File: config.mk
export PLATFORM = sky130hd
export DESIGN_NAME = transpose_a_stream_buffer
export DESIGN_NICKNAME = d
export VERILOG_FILES = /design/src/rtl/transpose_a_stream_buffer.sv
export SDC_FILE = /design/constraint.sdc
export NUM_CORES = 2
export LEC_CHECK = 0
export BUFFER_PORTS_ARGS = -buffer_cell sky130_fd_sc_hd__buf_2
export CORE_MARGIN = 4
export CORE_UTILIZATION = 60
export CTS_CLUSTER_DIAMETER = 80
export DETAILED_ROUTE_END_ITERATION = 8
export HOLD_SLACK_MARGIN = 0.03
export PLACE_DENSITY = 0.83
export SYNTH_ARGS = -nofsm -noshare
export SYNTH_HDL_FRONTEND = slang
export SYNTH_SLANG_ARGS = --single-unit
File: constraint.sdc
create_clock -name clk -period 36.3 [get_ports clk]
set_input_delay 1.815 -clock clk [delete_from_list [all_inputs] [get_ports clk]]
set_output_delay 1.815 -clock clk [all_outputs]
set_load 0.01 [all_outputs]
File: src/rtl/transpose_a_stream_buffer.sv
`default_nettype none
// ==========================================================================
// transpose_a_stream_buffer : ping-pong buffer, row-major A in, column-major
// A out. Optional mat_count port with XPOSE_COUNT_EN.  Rev 1.0
// ==========================================================================
module transpose_a_stream_buffer #(
   parameter int DATA_W = 32,
   parameter int ROWS   = 4,
   parameter int COLS   = 4
) (
   input  logic              clk,
   input  logic              rst,
   input  logic              valid_in,
   output logic              ready_in,
   input  logic [DATA_W-1:0] data_in,
   output logic              valid_out,
   input  logic              ready_out,
   output logic [DATA_W-1:0] data_out,
   output logic              last_out
`ifdef XPOSE_COUNT_EN
   ,
   output logic [15:0]       mat_count
`endif
);

   localparam int DEPTH = ROWS * COLS;
   localparam int IDX_W = (DEPTH > 1) ? $clog2(DEPTH) : 1;
   localparam int ROW_W = (ROWS > 1) ? $clog2(ROWS) : 1;
   localparam int COL_W = (COLS > 1) ? $clog2(COLS) : 1;
   localparam logic [ROW_W-1:0] ROW_LAST = ROW_W'(ROWS - 1);
   localparam logic [COL_W-1:0] COL_LAST = COL_W'(COLS - 1);

   logic [DATA_W-1:0] mem_q [2][DEPTH];

   logic [1:0]       full_q, full_d;
   logic             w_sel_q, w_sel_d;
   logic             r_sel_q, r_sel_d;
   logic [ROW_W-1:0] wr_row_q, wr_row_d, rd_row_q, rd_row_d;
   logic [COL_W-1:0] wr_col_q, wr_col_d, rd_col_q, rd_col_d;

   logic             wr_fire, rd_fire, wr_done, rd_done;
   logic [IDX_W-1:0] wr_idx, rd_idx;

   always_comb begin
      // Gating with rst keeps ready_in low for the whole reset pulse.
      ready_in  = !rst && !full_q[w_sel_q];
      valid_out = full_q[r_sel_q];
      wr_fire   = valid_in && ready_in;
      rd_fire   = valid_out && ready_out;
      wr_done   = wr_fire && (wr_row_q == ROW_LAST) && (wr_col_q == COL_LAST);
      rd_done   = rd_fire && (rd_row_q == ROW_LAST) && (rd_col_q == COL_LAST);
      wr_idx    = IDX_W'(int'(wr_row_q) * COLS + int'(wr_col_q));
      rd_idx    = IDX_W'(int'(rd_row_q) * COLS + int'(rd_col_q));
      data_out  = valid_out ? mem_q[r_sel_q][rd_idx] : '0;
      last_out  = valid_out && (rd_row_q == ROW_LAST) && (rd_col_q == COL_LAST);
   end

   always_comb begin
      wr_row_d = wr_row_q;
      wr_col_d = wr_col_q;
      rd_row_d = rd_row_q;
      rd_col_d = rd_col_q;
      w_sel_d  = w_sel_q ^ wr_done;
      r_sel_d  = r_sel_q ^ rd_done;
      full_d   = full_q;

      if (wr_fire) begin
         if (wr_col_q == COL_LAST) begin
            wr_col_d = '0;
            wr_row_d = (wr_row_q == ROW_LAST) ? '0 : wr_row_q + ROW_W'(1);
         end else begin
            wr_col_d = wr_col_q + COL_W'(1);
         end
      end

      // Row is the inner index on the read side: this produces column-major order.
      if (rd_fire) begin
         if (rd_row_q == ROW_LAST) begin
            rd_row_d = '0;
            rd_col_d = (rd_col_q == COL_LAST) ? '0 : rd_col_q + COL_W'(1);
         end else begin
            rd_row_d = rd_row_q + ROW_W'(1);
         end
      end

      // Completions always target different banks, so both updates apply.
      if (wr_done) full_d[w_sel_q] = 1'b1;
      if (rd_done) full_d[r_sel_q] = 1'b0;
   end

   always_ff @(posedge clk or posedge rst) begin
      if (rst) begin
         full_q   <= '0;
         w_sel_q  <= 1'b0;
         r_sel_q  <= 1'b0;
         wr_row_q <= '0;
         wr_col_q <= '0;
         rd_row_q <= '0;
         rd_col_q <= '0;
         for (int b = 0; b < 2; b++) begin
            for (int i = 0; i < DEPTH; i++) begin
               mem_q[b][i] <= '0;
            end
         end
      end else begin
         full_q   <= full_d;
         w_sel_q  <= w_sel_d;
         r_sel_q  <= r_sel_d;
         wr_row_q <= wr_row_d;
         wr_col_q <= wr_col_d;
         rd_row_q <= rd_row_d;
         rd_col_q <= rd_col_d;
         if (wr_fire) mem_q[w_sel_q][wr_idx] <= data_in;
      end
   end

`ifdef XPOSE_COUNT_EN
   logic [15:0] mat_count_q, mat_count_d;

   always_comb begin
      mat_count_d = mat_count_q + {15'd0, (rd_fire && last_out)};
   end

   always_ff @(posedge clk or posedge rst) begin
      if (rst) mat_count_q <= '0;
      else     mat_count_q <= mat_count_d;
   end

   assign mat_count = mat_count_q;
`endif

endmodule
`default_nettype wire

After elaboration in Yosys (flattened, before gate mapping)
Index checks and enable logic that the tools add are counted.
{"block": "op_classes", "multipliers": 0, "shifts": 0, "eq_ne": 4, "n_bitwise": 9, "order_cmp": 10, "reduce_logical": 17, "mux": 26, "n_div": 0, "addsub": 6}
{"op": "$mux 512", "count": 4}
{"op": "$bwmux 1024", "count": 1}
{"op": "$demux 512 s1", "count": 1}
{"op": "$bmux 32 s4", "count": 1}
{"op": "$demux 32 s4", "count": 1}
{"op": "$mux 32", "count": 4}
{"op": "$logic_and 1x1->1", "count": 13}
{"op": "$mux 2", "count": 6}
{"op": "$ge 5x5->1 const B", "count": 2}
{"op": "$not 4->5", "count": 2}
{"op": "$add 2x1->2 const B", "count": 4}
{"op": "$add 4x2->4", "count": 2}
{"op": "$eq 2x2->1 const B", "count": 4}
{"op": "$mux 1", "count": 6}
{"op": "$lt 5x1->1 const B", "count": 1}
{"op": "$ge 2x2->1 const B", "count": 2}
{"op": "$lt 1x2->1 const B", "count": 2}
{"op": "$not 1->2", "count": 2}
{"op": "$reduce_and 2->1", "count": 2}
{"op": "$and 2x2->2", "count": 1}
{"op": "$demux 1 s1", "count": 2}
{"op": "$ge 1x1->1 const B", "count": 2}
{"op": "$logic_not 1->1", "count": 2}
{"op": "$lt 2x1->1 const B", "count": 1}
{"op": "other kinds (3)", "count": 4}
{"block": "word_totals", "regBits": 1036, "n_memories": 0, "ram_bits": 0, "in_bits": 36, "romBits": 0, "latchBits": 0, "elab_cells": 111}

Depth between registers and ports, before layout
{"block": "logic_depth", "ltp_word": 10, "ltp_mapped": 8, "ltp_nobuf": 5}

Least setup slack after synthesis
No wires, ideal clock.
{"block": "synth_timing", "kind": "input to output", "from": "input port rst", "to": "output port ready_in", "path_buffers": 0, "path_slack_ps": 9555, "required_ps": 34485, "stages": 2, "arrival_time_ps": 24930, "cell_sequence": "inv_1 -> and2_1"}
{"block": "synth_between", "elab_chain_cells": 2}
{"item": "start: declaration", "line_no": "12", "source": "input logic rst,"}
{"item": "$logic_not 1->1 (no source line)"}
{"item": "$logic_and 1x1->1", "line_no": "46", "source": "ready_in = !rst && !full_q[w_sel_q];"}
{"item": "end: declaration", "line_no": "14", "source": "output logic ready_in,"}
Every way passes these cells.

Worst setup path in the final report
{"block": "layout_timing", "from": "register rd_col_q[1]", "to": "output port data_out[10]"}
{"block": "layout_between", "elab_chain_cells": 6}
{"item": "start: declaration", "line_no": "39", "source": "logic [COL_W-1:0] wr_col_q, wr_col_d, rd_col_q, rd_col_d;"}
{"item": "start signal: assignment", "line_no": "112", "source": "rd_col_q <= rd_col_d;"}
{"item": "$add 4x2->4", "line_no": "53", "source": "rd_idx = IDX_W'(int'(rd_row_q) * COLS + int'(rd_col_q));"}
{"item": "$not 4->5 (not written as such)", "line_no": "54", "source": "data_out = valid_out ? mem_q[r_sel_q][rd_idx] : '0;"}
{"item": "$bmux 32 s4", "line_no": "54"}
{"item": "$mux 32 (not written as such) (2 in series)", "line_no": "54"}
{"item": "$mux 32", "line_no": "54"}
{"item": "end: declaration", "line_no": "18", "source": "output logic [DATA_W-1:0] data_out,"}
Every way passes these cells. The select of a mux whose other input is x is not followed.

==> out/results.txt <==
Hold path endpoint: mem_q[443]
Combinational share of power: 29.9%
Syn Inst Count: 2,978
Post-detail-place hpwl: 66,000 um
Final Skew: 0.0163 ns
Commonest cells after routing, fill and taps aside: dfrtp_1, mux2_2, mux4_2
Dominant cells by area after synthesis: dfrtp_1, mux2_2, mux4_2
Unrepaired setup endpoints after global routing: false
Switch Pwr: 0.00126 W
Share of cells above drive strength 1: 53.0%
Ys flop type: dfrtp_1
Initial core utilization: 60.7%
Synth Area in Simple Gates: 0.831%
Min Tclk post-route: 6.70 ns
WP data required: 34.49 ns
Post-DRT Antenna Nets: 0
Final core utilization: 66.1%
Area leader, netlist: dfrtp_1
Synthesized flop and latch total: 1,036
Peak Freq: 0.149 GHz
Worst slack on hold paths: 0.499 ns
P_int: 0.00287 W
Post-synthesis xor/xnor area fraction: 0.0186%
Hold-critical path depth: 1
Synth top area share: 55.0%
Sequential Area: 25,900 sq um
Vias per Instance: 6.73
CP max stage cell: dfrtp_4
Placed cell areas: 47,900 sq um
MaxCap Viol Count: 0
Initial antenna violation count: 4
Netlist Area Pre-Place: 47,200 sq um
Cell depth of the worst flop-to-flop path: 5
Setup total negative slack: 0 ns
Crit path kind: reg -> out
Crit path cell chain: buf_4 > buf_4 > mux4_2 > mux2i_1 > a221o_1 > a31oi_1 > buf_2
All-layer global routing usage: 29.9%
Compound-Gate Fraction of Synth Area: 2.57%
Sw Share: 30.5%
Port Buffers: 70
Critical Path End Type: primary output
Largest net degree at the start of global routing: 190
Final max-slew violation count: 0
Hold buffer count at CTS: 0
GPL Wtd Cong: 0.774
H-tree depth: 3
Skew-Pair Late Insertion Delay: 0.65 ns
Mux contribution to synthesized area: 38.1%
DRT Pass-1 Iters: 5
P&R area growth vs syn: 9.00%
EDFF count, synth: 0
Sequential power share: 43.7%
Syn_area_per_cell: 15.8 sq um
Max VDD drop: 44.8 uV
Post-CTS resize count: 0
Vias in the first global route: 29,433
Crit path top cell by count: buf_4
Post-route cell area: 51,400 sq um
Via count: 27,153
CTS root buf: clkbuf_16
Max Root-Sink Buffers: 3
Setup violators final: 0
Reg2reg end: mem_q[529]
Core area: 77,700 sq um
Final-stage net count: 2,963
Final period utilization: 18.5%
Die Wd: 288 um
Worst slew pin tran: 1.11 ns
Most common cell after layout, fill and taps aside: dfrtp_1
Standard-cell rows: 102
IO Pins: 71
Ys Warns: 0
Mapped Nets: 3,024
Status: finished clean
Flop2flop setup slack: 33.18 ns
Hold wc startpoint: mem_q[443]
Peak per-stage delay on the critical path: 0.98 ns
Synth cell types: 33
Num CTS Buffers: 104
TritonCTS clock tree: done
DRT iter0 DRCs: 2,687
P_leak: 24.5 nW
Clk pin slew, worst setup/hold paths: 0.06 ns
Crit path max fanout: 61
Fraction of registers with async set/reset: 100%
RR Startpoint: w_sel_q
Full die area: 83,100 sq um
First-pass GRT wire length: 186,000 um
Clk network pwr share: 26.4%
Antenna diode count: 0
CP Launch Type: register
# fillers: 5,067
Grt total ovfl: 0
Post-Synth Adder-Cell Area: 0.265%
Largest family of logic cells by synthesized area: multiplexers
Rel. slew slack: 26.0%
Critical Path AT: 4.89 ns
# Post-CTS Setup Buffers: 0
Clk sink count: 1,036
DR WL/cell: 30.3 um
Drt total wl: 122,000 um
Hold Crit Class: reg -> reg
Hold Fails Final Rpt: 0
Die span in y: 288 um
Post-route DRC: 0
Area of the multi-input gates: 19,800 sq um
Post-synthesis sequential area ratio: 55.0%
Cell Pwr Density: 80.3 nW/um^2
[critical path, delay by kind of cell, from the launching register on]
| family | cells | cell delay (ns) |
|---|---|---|
| AO/OA/AOI/OAI | 2 | 0.75 |
| buffers and inverters | 3 | 2.01 |
| flip-flops | 1 | 0.98 |
| multiplexers | 2 | 0.44 |
[registers in the layout, indices dropped and copies added (netlist names)]
| signal | count |
|---|---|
| wr_row_q | 2 |
| wr_col_q | 2 |
| full_q | 2 |
| w_sel_q | 1 |
| rd_col_q | 2 |
| rd_row_q | 2 |
| mem_q | 1024 |
| r_sel_q | 1 |
[per-layer routing]
layer	global-route usage [%]	up-vias	wire length, um	share of wire [%]
met5	0	-	46	0.038
met4	10.4	8	4370	3.6
met1	41.0	14706	48600	40
met3	5.81	293	9890	8.1
met2	48.8	1131	59300	49
li1	-	11015	-	-
[area by class of cell]
| cell class | count | area share [%] |
|---|---|---|
| Sequential cell | 1036 | 50.5 |
| Multi-Input combinational cell | 1639 | 38.6 |
| Clock buffer | 147 | 5.84 |
| Tap cell | 1040 | 2.53 |
| Timing Repair Buffer | 129 | 1.62 |
| Clock inverter | 37 | 0.889 |
| Inverter | 7 | 0.0682 |
[kinds of logic after synthesis]
kind of cell | count (synthesis)
adder cells (fa/ha/maj) | 10
multiplexers | 1381
XOR/XNOR | 1
flip-flops | 1036
AND/OR/NAND/NOR | 86
buffers and inverters | 303
AO/OA/AOI/OAI | 161
[cells in the mapped netlist (2+ instances only)]
library cell and n:
a21o_1 2, a221o_1 32, a221oi_1 24, a22oi_1 32, a31oi_1 33, and2_1 6
and3_1 8, buf_2 115, buf_4 28, buf_6 18, buf_8 2, clkbuf_1 133
dfrtp_1 1036, ha_1 10, inv_1 6, mux2_2 1016, mux2_4 10, mux2i_1 130
mux4_2 224, nand2_1 55, nor2_1 7, nor2b_1 4, nor3_1 2, o2111ai_1 8
o21ai_0 29
[power by group through the flow]
stage	sequential [W]	combinational, W	clock [W]
floorplan	0.00172	0.000959	0
global placement	0.00177	0.00117	0
detailed placement	0.00181	0.00122	0
CTS	0.00180	0.00123	0.00110
global route	0.00184	0.00131	0.00115
finish	0.00180	0.00123	0.00109
[worst max-delay path by stage]
stage / depth (start not counted) / from / end / slack (ns)
2_1_floorplan: 1 / rst / full_q[0] / 5.32
6_report: 7 / rd_col_q[1] / data_out[10] / 29.60
5_1_grt: 7 / rd_col_q[1] / data_out[10] / 29.49
3_5_place_dp: 6 / rst / mem_q[246] / 29.88
4_1_cts: 7 / rd_col_q[1] / data_out[10] / 29.59
3_3_place_gp: 6 / rst / mem_q[184] / 30.14
[through the flow]
step / power, W / setup WS (ns) / instances
global route: 0.00430 / 29.49 / 4035
finish: 0.00412 / 29.60 / 4035
CTS: 0.00413 / 29.59 / 4035
floorplan: 0.00267 / 5.32 / 2978
global placement: 0.00294 / 30.14 / 3851
detailed placement: 0.00303 / 29.88 / 3851
Power figures use the tool's default switching activity.
